===== src/rtl/fetch_pkg.sv =====
// Shared constants and state encoding for the instruction-fetch stage.
package fetch_pkg;

  localparam logic [31:0] NOP_INSTR        = 32'h0000_0013;
  localparam logic [31:0] DEFAULT_RESET_PC = 32'h0000_0000;

  typedef enum logic [1:0] {
    S_IDLE,
    S_REQ,
    S_WAIT,
    S_HOLD
  } fetch_state_e;

endpackage


===== src/rtl/fetch_out_reg.sv =====
// F-stage output register: loads a fetched instruction, inserts a NOP bubble,
// or holds its contents when neither control is asserted.
module fetch_out_reg
  import fetch_pkg::*;
#(
  parameter int W = 32
) (
  input  logic         clk,
  input  logic         rst_n,
  input  logic         load,
  input  logic         bubble,
  input  logic [W-1:0] load_instr,
  input  logic [W-1:0] load_pc,
  output logic [W-1:0] instr,
  output logic [W-1:0] pc,
  output logic [W-1:0] pc_plus4,
  output logic         valid
);

  logic [W-1:0] instr_q, instr_d;
  logic [W-1:0] pc_q, pc_d;
  logic [W-1:0] pc_plus4_q, pc_plus4_d;
  logic         valid_q, valid_d;

  always_comb begin
    // NOTE: every _d gets its hold value first, so no path can infer a latch.
    instr_d    = instr_q;
    pc_d       = pc_q;
    pc_plus4_d = pc_plus4_q;
    valid_d    = valid_q;
    if (load) begin
      instr_d    = load_instr;
      pc_d       = load_pc;
      pc_plus4_d = load_pc + W'(4);
      valid_d    = 1'b1;
    end else if (bubble) begin
      // A bubble keeps the last PC pair so F/D sees stable addresses.
      instr_d = W'(NOP_INSTR);
      valid_d = 1'b0;
    end
  end

  // NOTE: clocked state uses non-blocking assignments only, so every flop
  // samples pre-edge values regardless of process ordering.
  always_ff @(posedge clk) begin
    if (!rst_n) begin
      instr_q    <= W'(NOP_INSTR);
      pc_q       <= '0;
      pc_plus4_q <= '0;
      valid_q    <= 1'b0;
    end else begin
      instr_q    <= instr_d;
      pc_q       <= pc_d;
      pc_plus4_q <= pc_plus4_d;
      valid_q    <= valid_d;
    end
  end

  assign instr    = instr_q;
  assign pc       = pc_q;
  assign pc_plus4 = pc_plus4_q;
  assign valid    = valid_q;

endmodule


===== src/rtl/fetch_unit.sv =====
// IF stage: PC generation, single-outstanding imem requests, stall/redirect
// handling and bubble insertion in front of the F/D register.
module fetch_unit
  import fetch_pkg::*;
#(
  parameter int                    DATA_WIDTH = 32,
  parameter logic [DATA_WIDTH-1:0] RESET_PC   = DATA_WIDTH'(DEFAULT_RESET_PC)
) (
  input  logic                  clk,
  input  logic                  rst_n,
  input  logic                  StallF,
  input  logic                  PCSrcE,
  input  logic [DATA_WIDTH-1:0] PCTargetE,
  output logic                  imem_req,
  output logic [DATA_WIDTH-1:0] imem_addr,
  input  logic                  imem_ready,
  input  logic                  imem_rsp_valid,
  input  logic [DATA_WIDTH-1:0] imem_rsp_data,
  output logic [DATA_WIDTH-1:0] instr,
  output logic [DATA_WIDTH-1:0] PCf,
  output logic [DATA_WIDTH-1:0] PCPlus4F,
  output logic                  fetch_valid
);

  fetch_state_e          state_q, state_d;
  logic [DATA_WIDTH-1:0] pc_q, pc_d;
  logic [DATA_WIDTH-1:0] req_pc_q, req_pc_d;
  logic                  kill_q, kill_d;
  logic                  out_load, out_bubble;
  logic                  accept;
  logic                  unused_tgt_bits;

  // Target is forced word aligned; the low bits are deliberately dropped.
  assign unused_tgt_bits = ^PCTargetE[1:0];

  always_comb begin
    state_d    = state_q;
    pc_d       = pc_q;
    req_pc_d   = req_pc_q;
    kill_d     = kill_q;
    out_load   = 1'b0;
    out_bubble = 1'b0;
    // A killed request still owns the bus until its response drains.
    imem_req   = (state_q == S_REQ) && !kill_q;
    imem_addr  = pc_q;
    accept     = imem_req && imem_ready;

    if (kill_q && imem_rsp_valid) kill_d = 1'b0;

    case (state_q)
      S_IDLE: begin
        out_bubble = 1'b1;
        state_d    = S_REQ;
      end
      S_REQ: begin
        out_bubble = 1'b1;
        if (accept) begin
          req_pc_d = pc_q;
          state_d  = S_WAIT;
        end
      end
      S_WAIT: begin
        out_bubble = 1'b1;
        if (imem_rsp_valid) begin
          if (kill_q) begin
            state_d = S_REQ;
          end else begin
            out_load   = 1'b1;
            out_bubble = 1'b0;
            pc_d       = pc_q + DATA_WIDTH'(4);
            state_d    = StallF ? S_HOLD : S_REQ;
          end
        end
      end
      S_HOLD: begin
        if (!StallF) begin
          out_bubble = 1'b1;
          state_d    = S_REQ;
        end
      end
      default: state_d = S_IDLE;
    endcase

    // Redirect overrides stall, hold and any same-cycle response.
    if (PCSrcE) begin
      pc_d       = {PCTargetE[DATA_WIDTH-1:2], 2'b00};
      state_d    = S_REQ;
      out_load   = 1'b0;
      out_bubble = 1'b1;
      kill_d     = !imem_rsp_valid && (kill_q || (state_q == S_WAIT) || accept);
    end
  end

  always_ff @(posedge clk) begin
    if (!rst_n) begin
      state_q  <= S_IDLE;
      pc_q     <= RESET_PC;
      req_pc_q <= '0;
      kill_q   <= 1'b0;
    end else begin
      state_q  <= state_d;
      pc_q     <= pc_d;
      req_pc_q <= req_pc_d;
      kill_q   <= kill_d;
    end
  end

  fetch_out_reg #(.W(DATA_WIDTH)) u_out_reg (
    .clk       (clk),
    .rst_n     (rst_n),
    .load      (out_load),
    .bubble    (out_bubble),
    .load_instr(imem_rsp_data),
    .load_pc   (req_pc_q),
    .instr     (instr),
    .pc        (PCf),
    .pc_plus4  (PCPlus4F),
    .valid     (fetch_valid)
  );

endmodule


===== config.mk =====
export PLATFORM = sky130hd
export DESIGN_NAME = fetch_unit
export DESIGN_NICKNAME = d
export VERILOG_FILES = /design/src/rtl/fetch_pkg.sv /design/src/rtl/fetch_out_reg.sv /design/src/rtl/fetch_unit.sv
export SDC_FILE = /design/constraint.sdc
export NUM_CORES = 1
export LEC_CHECK = 0
export CELL_PAD_IN_SITES_DETAIL_PLACEMENT = 0
export CELL_PAD_IN_SITES_GLOBAL_PLACEMENT = 1
export CORE_MARGIN = 4
export CORE_UTILIZATION = 38
export CTS_BUF_LIST = sky130_fd_sc_hd__clkbuf_4 sky130_fd_sc_hd__clkbuf_8
export DETAILED_ROUTE_END_ITERATION = 8
export GPL_TIMING_DRIVEN = 0
export PLACE_DENSITY_LB_ADDON = 0.05
export RECOVER_POWER = 50
export SYNTH_ARGS = -nofsm -noshare
export SYNTH_HDL_FRONTEND = slang
export SYNTH_SLANG_ARGS = --single-unit

===== constraint.sdc =====
create_clock -name clk -period 5.8 [get_ports clk]
set_clock_uncertainty 0.05 [all_clocks]
set_input_delay 1.16 -clock clk [delete_from_list [all_inputs] [get_ports clk]]
set_output_delay 1.16 -clock clk [all_outputs]
set_load 0.05 [all_outputs]

# == Word level (Yosys, flattened, before mapping) ==
# Index checks and enable logic that the tools add are counted.
# word_totals
memories,0
out_inout_bits,130
elab_cells,70
latch_bits,0
in_bits,70
reg_bits,164
mem_bits_rw,0
rom_bits,0
# op_classes
bitwise,2
eq_ne,10
n_mux,26
n_mul,0
magnitude_cmp,0
shift,0
div_mod_pow,0
n_reduce_logical,20
n_addsub,2
# ops
op,count
2-to-1 mux 32 bit,6
adder 32 x 3 -> 32 bit (second input constant),2
2-to-1 mux 1 bit,13
AND reduction 3 bit,4
2-to-1 mux 2 bit,5
!= test 3 bit (second input constant),3
!= test 2 bit (second input constant),4
one-hot mux 2 bit (4 select lines),1
nonzero test 2 bit,4
== test 2 bit (second input constant),2
logical AND 1 bit,4
OR reduction 2 bit,2
one-hot mux 1 bit (3 select lines),1
== test 2 x 1 -> 1 bit (second input constant),1
zero test 1 bit,2
zero test 2 bit,1
logical OR 1 bit,2
NOT 1 bit,2
AND reduction 2 bit,1

# == Longest topological paths before layout ==
# Gate-level depths: netlist of run 1.
# depth
ltp_word,6
mapped_depth,9
depth_no_buf,6

# == Hierarchy ==
# From an unflattened synthesis of run 1, not the netlist that was laid out.
# hier_totals
hier_cells,847
area_unflattened_um2,7200.7
# by_module_without_submodules
mod,instances,seq_area_each_um2,cells_per_inst,area_each_um2
fetch_out_reg,1,1901.8,459,4068.9
fetch_unit,1,1261.2,388,3131.8

# == Worst setup path after synthesis of run 1 ==
# Ideal clock, no wire load.
# synth_path
path_kind,input port to flip-flop
startpoint,in imem_rsp_valid
endpoint,reg pc_q[30] (netlist: imem_addr[30])
n_path_buf,1
path_stages,5
path_slack_ns,3.211
setup_ns,0.116
arrival_ns,2.424
required_ns,5.634
cell_sequence,buf_2 > and4b_1 > nand4_1 > or4_1 > and3_1
# synth_via
elab_chain_cells,2
# synth_rtl
element,line,text
"start, declared",fetch_unit.sv:17,"input logic imem_rsp_valid,"
nonzero test 2 bit (no source line),-,
AND reduction 3 bit (no source line),-,
"end signal, assigned",fetch_unit.sv:102,pc_q <= pc_d;
"end, declared",fetch_unit.sv:26,"logic [DATA_WIDTH-1:0] pc_q, pc_d;"
# No other way between the ends.
# A chain may end at the register's enable or synchronous reset.

# == Final worst setup path of run 1 ==
# layout_path
startpoint,in PCSrcE
endpoint,reg u_out_reg.pc_plus4_q[13] (netlist: u_out_reg.pc_plus4[13])
# layout_via
elab_chain_cells,1
# layout_rtl
element,line,text
"start, declared",fetch_unit.sv:12,"input logic PCSrcE,"
2-to-1 mux 1 bit,fetch_unit.sv:85,if (PCSrcE) begin
"end signal, assigned",fetch_out_reg.sv:54,pc_plus4_q <= pc_plus4_d;
"end, declared",fetch_out_reg.sv:22,"logic [W-1:0] pc_plus4_q, pc_plus4_d;"
# No other way between the ends.

==> results of run 1 <==
## synth_stat cells, types with 13 or more instances
| cell | n | area (um2) |
|---|---|---|
| a31oi_1 | 16 | 100 |
| a22oi_1 | 29 | 218 |
| nor2_1 | 60 | 225 |
| o31ai_1 | 15 | 113 |
| clkbuf_1 | 48 | 180 |
| a211oi_1 | 13 | 97.6 |
| nand4_1 | 19 | 119 |
| nor3_1 | 14 | 70.1 |
| dfxtp_1 | 156 | 3120 |
| a21oi_1 | 80 | 400 |
| o21ai_0 | 45 | 225 |
| nand2_1 | 156 | 586 |
| nand3_1 | 21 | 105 |
| or4_1 | 16 | 120 |
## logic make-up after synthesis
group	Yosys count
flops	156
simple gates	359
compound gates	223
other cells	1
xor+xnor	23
mux	3
fa+ha+maj	5
buf+inv	85
## per-stage QoR
stage | instances | setup WS (ns) | power, mW
finish | 1309 | 2.43 | 2.34
global placement | 1278 | 2.23 | 1.42
CTS | 1309 | 2.40 | 2.36
floorplan | 860 | 3.21 | 1.30
detailed placement | 1278 | 2.26 | 1.42
global route | 1309 | 2.26 | 2.43
## cell type report
class / instances / area, um2 / area share
clock inverters: 11 / 191 / 0.0199
plain buffers: 75 / 345 / 0.0359
inverters: 10 / 37.5 / 0.00391
flip-flops and latches: 156 / 3120 / 0.325
repair buffers: 189 / 1890 / 0.197
clock buffers: 20 / 263 / 0.0274
well taps: 229 / 287 / 0.0298
multi-input cells: 619 / 3470 / 0.361
## final timing paths
check / slack [ns] / start / cells past startpoint / endpoint
worst max-delay path: 2.43 / PCSrcE / 7 / u_out_reg.pc_plus4[13]
worst min register to register: 0.40 / u_out_reg.pc[17] / 2 / u_out_reg.pc[17]
worst min-delay path: 0.40 / u_out_reg.pc[17] / 2 / u_out_reg.pc[17]
worst max register to register: 3.19 / state_q[0] / 8 / u_out_reg.pc_plus4[13]
## power groups by stage
| stage | Clock (mW) | Sequential, mW | Combinational, mW |
|---|---|---|---|
| 6_report | 0.941 | 1.13 | 0.260 |
| 5_1_grt | 1.01 | 1.14 | 0.280 |
| 4_1_cts | 0.960 | 1.13 | 0.263 |
| 3_5_place_dp | 0 | 1.16 | 0.262 |
| 3_3_place_gp | 0 | 1.16 | 0.261 |
| 2_1_floorplan | 0 | 1.20 | 0.0966 |
## per-layer routing
layer / routed length, um / GRT usage
met4: 276 / 0.0624
met1: 10700 / 0.321
met3: 1530 / 0.0413
met2: 10600 / 0.348
met5: 7 / 0
## state kept, by name (all words and copies together), names as in the netlist
| register | flops |
|---|---|
| req_pc_q | 30 |
| u_out_reg.valid | 1 |
| imem_addr | 30 |
| u_out_reg.instr | 32 |
| u_out_reg.pc | 30 |
| u_out_reg.pc_plus4 | 30 |
| kill_q | 1 |
| state_q | 2 |
## worst register-to-register path: cells and delay by family (launching register included)
family          cells  cell delay, ns
simple gates        1            0.43
fa+ha+maj           1            0.20
flops               1            0.35
buf+inv             4            1.23
compound gates      2            0.29
==> flow_summary.toml, run 1 <==
[run_status]
status = "complete, no violations"

[synth]
synth_compound_area_frac = 0.196
yosys_warnings = 0
yosys.area_share.simple = 0.256
synth_ff_type = "dfxtp_1"
synth.distinct_cells = 61
synth_mux_area_frac = 0.00449
async_reset_ff_frac = 0
synth_xor_area_frac = 0.0289
netlist_instances = 855
synth_fa_ha_area_frac = 0.00898
ys_seq_area_frac = 0.448
avgSynthCellArea_um2 = 8.15
synth_top_family_by_area = "simple AND/OR/NAND/NOR gates"
synth_edf_count = 0
syn_area_mm2 = 0.00697
synth_seq_cells = 156

[critical_path]
path_class = "in -> reg"
worstPathMaxFanout = 10
crit_top_cell = "clkbuf_1"
required_ns = 6.14
critPathTopFamily = "buffers and inverters"
cp.buffers_inverters = 4
crit_slowest_cell = "dlygate4sd3_1"
path_cells = "dlygate4sd3_1 -> nor4bb_1 -> clkbuf_1 -> clkbuf_1 -> clkbuf_1 -> o21ai_0 -> a21oi_1"
cp-end-kind = "register"
cp.arrival_ns = 3.70
crit_path_start_kind = "input port"
crit_path_max_incr_delay_ns = 0.60

[sta]
rsz0062_at_grt = "false"
min_period_ns = 3.37
report.final.slew_viol_count = 0
finalSetupViolCount = 0
finalCritPeriodShare = 0.580
tns_ns = 0
hold_violations = 0
slew_headroom = 0.460
fmax_mhz = 297
max_slew.worst_pin.slew_ns = 0.803
hold-worst-slack_ns = 0.403

[routing]
vias_per_cell = 5.28
drt_iter0_markers = 485
ant_nets = 0
route.vias.total = 6910
drc_errors = 0
dr.pass1.iters = 5
wirelength_mm = 23.1
wire_per_inst_um = 17.7

[final_layout]
syn2layout_area_growth_pct = 37.8
layout.nets = 1143
drive_gt1_frac = 0.0556
final_cell_mix = "nand2_1 (156), dfxtp_1 (156), clkdlybuf4s50_1 (105)"
antennaDiodeCount = 0
post-route-util = 0.533
fill_cells = 1790
final_area_mm2 = 0.00961

[power_and_ir_drop]
switchingPower_uw = 608
pwr-share-clk = 0.403
intPower_mw = 1.73
ir_drop_mv = 0.145
leakagePower_nw = 3.44
power_density_mw_per_mm2 = 243
p_comb_frac = 0.112
seq_power_share = 0.486
netSwitchingFraction = 0.260

[placement]
post_dp_cell_area_mm2 = 0.00917
gp_congestion = 0.832
port_buffers = 189
dp_hpwl_mm = 17.6

[global_route]
grt_util_all_layers = 0.224
grt_antenna_before_repair = 1
overflow = 0
grt_pass1_vias = 6537
grt_pass1_wl_mm = 36.4
grt_max_degree = 17

[die]
coreArea_mm2 = 0.0180
die_h_um = 143
die_w_um = 143
dieArea_mm2 = 0.0206
io_pins = 200
rows = 49
start_util = 0.387

[min_path]
hold_path.class = "reg -> reg"

[clock_tree]
post_cts_resized = 0
clockBufferDepth = 2
cts_made_buffers = 17
clk_pin_slew_ns = 0.08
post_cts_buffers = 0
clock_sinks = 156
insertion_delay_ns = 0.45
tritoncts = "built"
postCtsHoldBufs = 0
cts-root-buf = "clkbuf_8"
h-tree-depth = 4

[job]
drv_cap = 0
Note: power is estimated with default switching activity, not from simulation.
==> inputs of run 2 (changes only) <==
- CORE_UTILIZATION: 38 -> 32
- clock period: 5.8 -> 2.9 ns (I/O delays scaled with it)
==> flow_summary.toml, run 2 (same netlist as run 1, synthesis figures left out) <==
[run_status]
status = "complete, no violations"

[sta]
slew_headroom = 0.422
min_period_ns = 2.61
rsz0062_at_grt = "false"
fmax_mhz = 383
hold_violations = 0
finalCritPeriodShare = 0.901
tns_ns = 0
report.final.slew_viol_count = 0
max_slew.worst_pin.slew_ns = 0.867
finalSetupViolCount = 0

[die]
die_w_um = 156
die_h_um = 156
io_pins = 200
start_util = 0.328
dieArea_mm2 = 0.0242
rows = 53
coreArea_mm2 = 0.0212

[routing]
wire_per_inst_um = 18.2
drt_iter0_markers = 492
ant_nets = 0
vias_per_cell = 5.12
dr.pass1.iters = 8
drc_errors = 0
wirelength_mm = 24.7
route.vias.total = 6932

[final_layout]
seqCellArea_mm2 = 0.00312
final_area_mm2 = 0.00972
syn2layout_area_growth_pct = 39.4
final_cell_mix = "nand2_1 (156), dfxtp_1 (156), clkdlybuf4s50_1 (99)"
drive_gt1_frac = 0.0547
fill_cells = 2210
antennaDiodeCount = 0
instances_no_fill = 1354
multi_input_area_mm2 = 0.00346
largest_reg_flops = 32
layout.nets = 1143

[power_and_ir_drop]
p_comb_frac = 0.108
ir_drop_mv = 0.268
leakagePower_nw = 3.52
power_density_mw_per_mm2 = 499
switchingPower_mw = 1.23
netSwitchingFraction = 0.254
seq_power_share = 0.469
pwr-share-clk = 0.423
intPower_mw = 3.62

[critical_path]
cp.arrival_ns = 2.87
crit_top_cell = "clkbuf_1"
path_cells = "clkdlybuf4s50_1 -> nor4bb_1 -> clkbuf_1 -> dlymetal6s2s_1 -> clkbuf_1 -> a31oi_1"
crit_start = "PCSrcE"
path_class = "in -> reg"
crit_path_max_incr_delay_ns = 0.51
rr_endpoint = "imem_addr[30]"
crit_path_start_kind = "input port"
reg2reg_depth = 7
crit_slowest_cell = "clkbuf_1"
rr_startpoint = "state_q[0]"
reg2reg_slack_ns = 0.30
required_ns = 3.16
cp-end-kind = "register"
cp-endpoint = "u_out_reg.pc_plus4[24]"
worstPathMaxFanout = 10

[min_path]
hold_path.class = "in -> reg"
hold_path_startpoint = "imem_rsp_valid"
hold_depth = 2

[placement]
placed_cells = 1324
port_buffers = 189
post_dp_cell_area_mm2 = 0.00922
gp_congestion = 0.821
dp_hpwl_mm = 18.7

[clock_tree]
cts_made_buffers = 17
tritoncts = "built"
insertion_delay_ns = 0.46
h-tree-depth = 4
cts-root-buf = "clkbuf_8"
post_cts_buffers = 0
clock_sinks = 156
clk_pin_slew_ns = 0.08
clockBufferDepth = 2

[global_route]
grt_pass1_vias = 6407
grt_antenna_before_repair = 1
grt_pass1_wl_mm = 37.8
grt_max_degree = 17
overflow = 0
grt_util_all_layers = 0.199

[job]
drv_cap = 0
==> run 2: how the worst min path moves through the flow <==
stage                                   to  slack (ns)
final                               kill_q        0.38
after global placement    u_out_reg.pc[19]        0.39
after CTS                           kill_q        0.36
after detailed placement  u_out_reg.pc[19]        0.40
after global routing                kill_q        0.37
after floorplan               req_pc_q[31]        0.40
==> run 2: metal layers <==
layer	track usage	wire (um)	vias up
met1	0.285	12000	3181
met3	0.0433	1300	29
met2	0.306	11000	200
met4	0.0484	369	2
li1	-	-	3520
met5	0	7	-
==> run 2: power groups by stage <==
stage	registers, mW	clock network, mW	logic (mW)
2_1_floorplan	2.40	0	0.193
3_3_place_gp	2.32	0	0.527
3_5_place_dp	2.32	0	0.527
4_1_cts	2.27	2.10	0.530
5_1_grt	2.28	2.19	0.563
6_report	2.27	2.05	0.525
==> run 2: area by class of cell <==
| cell class | instances | share of cell area |
|---|---|---|
| inverter | 10 | 0.00386 |
| timing repair buffer | 189 | 0.195 |
| sequential | 156 | 0.321 |
| multi-input combinational | 619 | 0.357 |
| tap | 275 | 0.0354 |
| buffer | 75 | 0.0366 |
| clock inverter | 11 | 0.0249 |
| clock buffer | 19 | 0.0263 |
==> run 2: metrics by stage <==
step	hold WS [ns]	util	total power, mW	worst slack, ns
global placement	0.394	0.435	2.85	-0.155
detailed placement	0.398	0.435	2.85	-0.154
CTS	0.359	0.458	4.90	0.0628
global route	0.366	0.458	5.03	0.0795
floorplan	0.399	-	2.59	0.676
finish	0.382	0.458	4.85	0.287
==> run 2: timing repair <==
| item | 4_1_cts | 5_1_grt |
|---|---|---|
| endpoints found under the setup margin | 0 | 1 |
| hold buffers | 0 | 0 |
| gates resized for setup | 0 | 1 |
==> run 2: worst max-delay path: cells and delay by family <==
kind	cells	cell delay (ns)
compound gates	1	0.14
simple gates	1	0.49
buf+inv	4	1.65
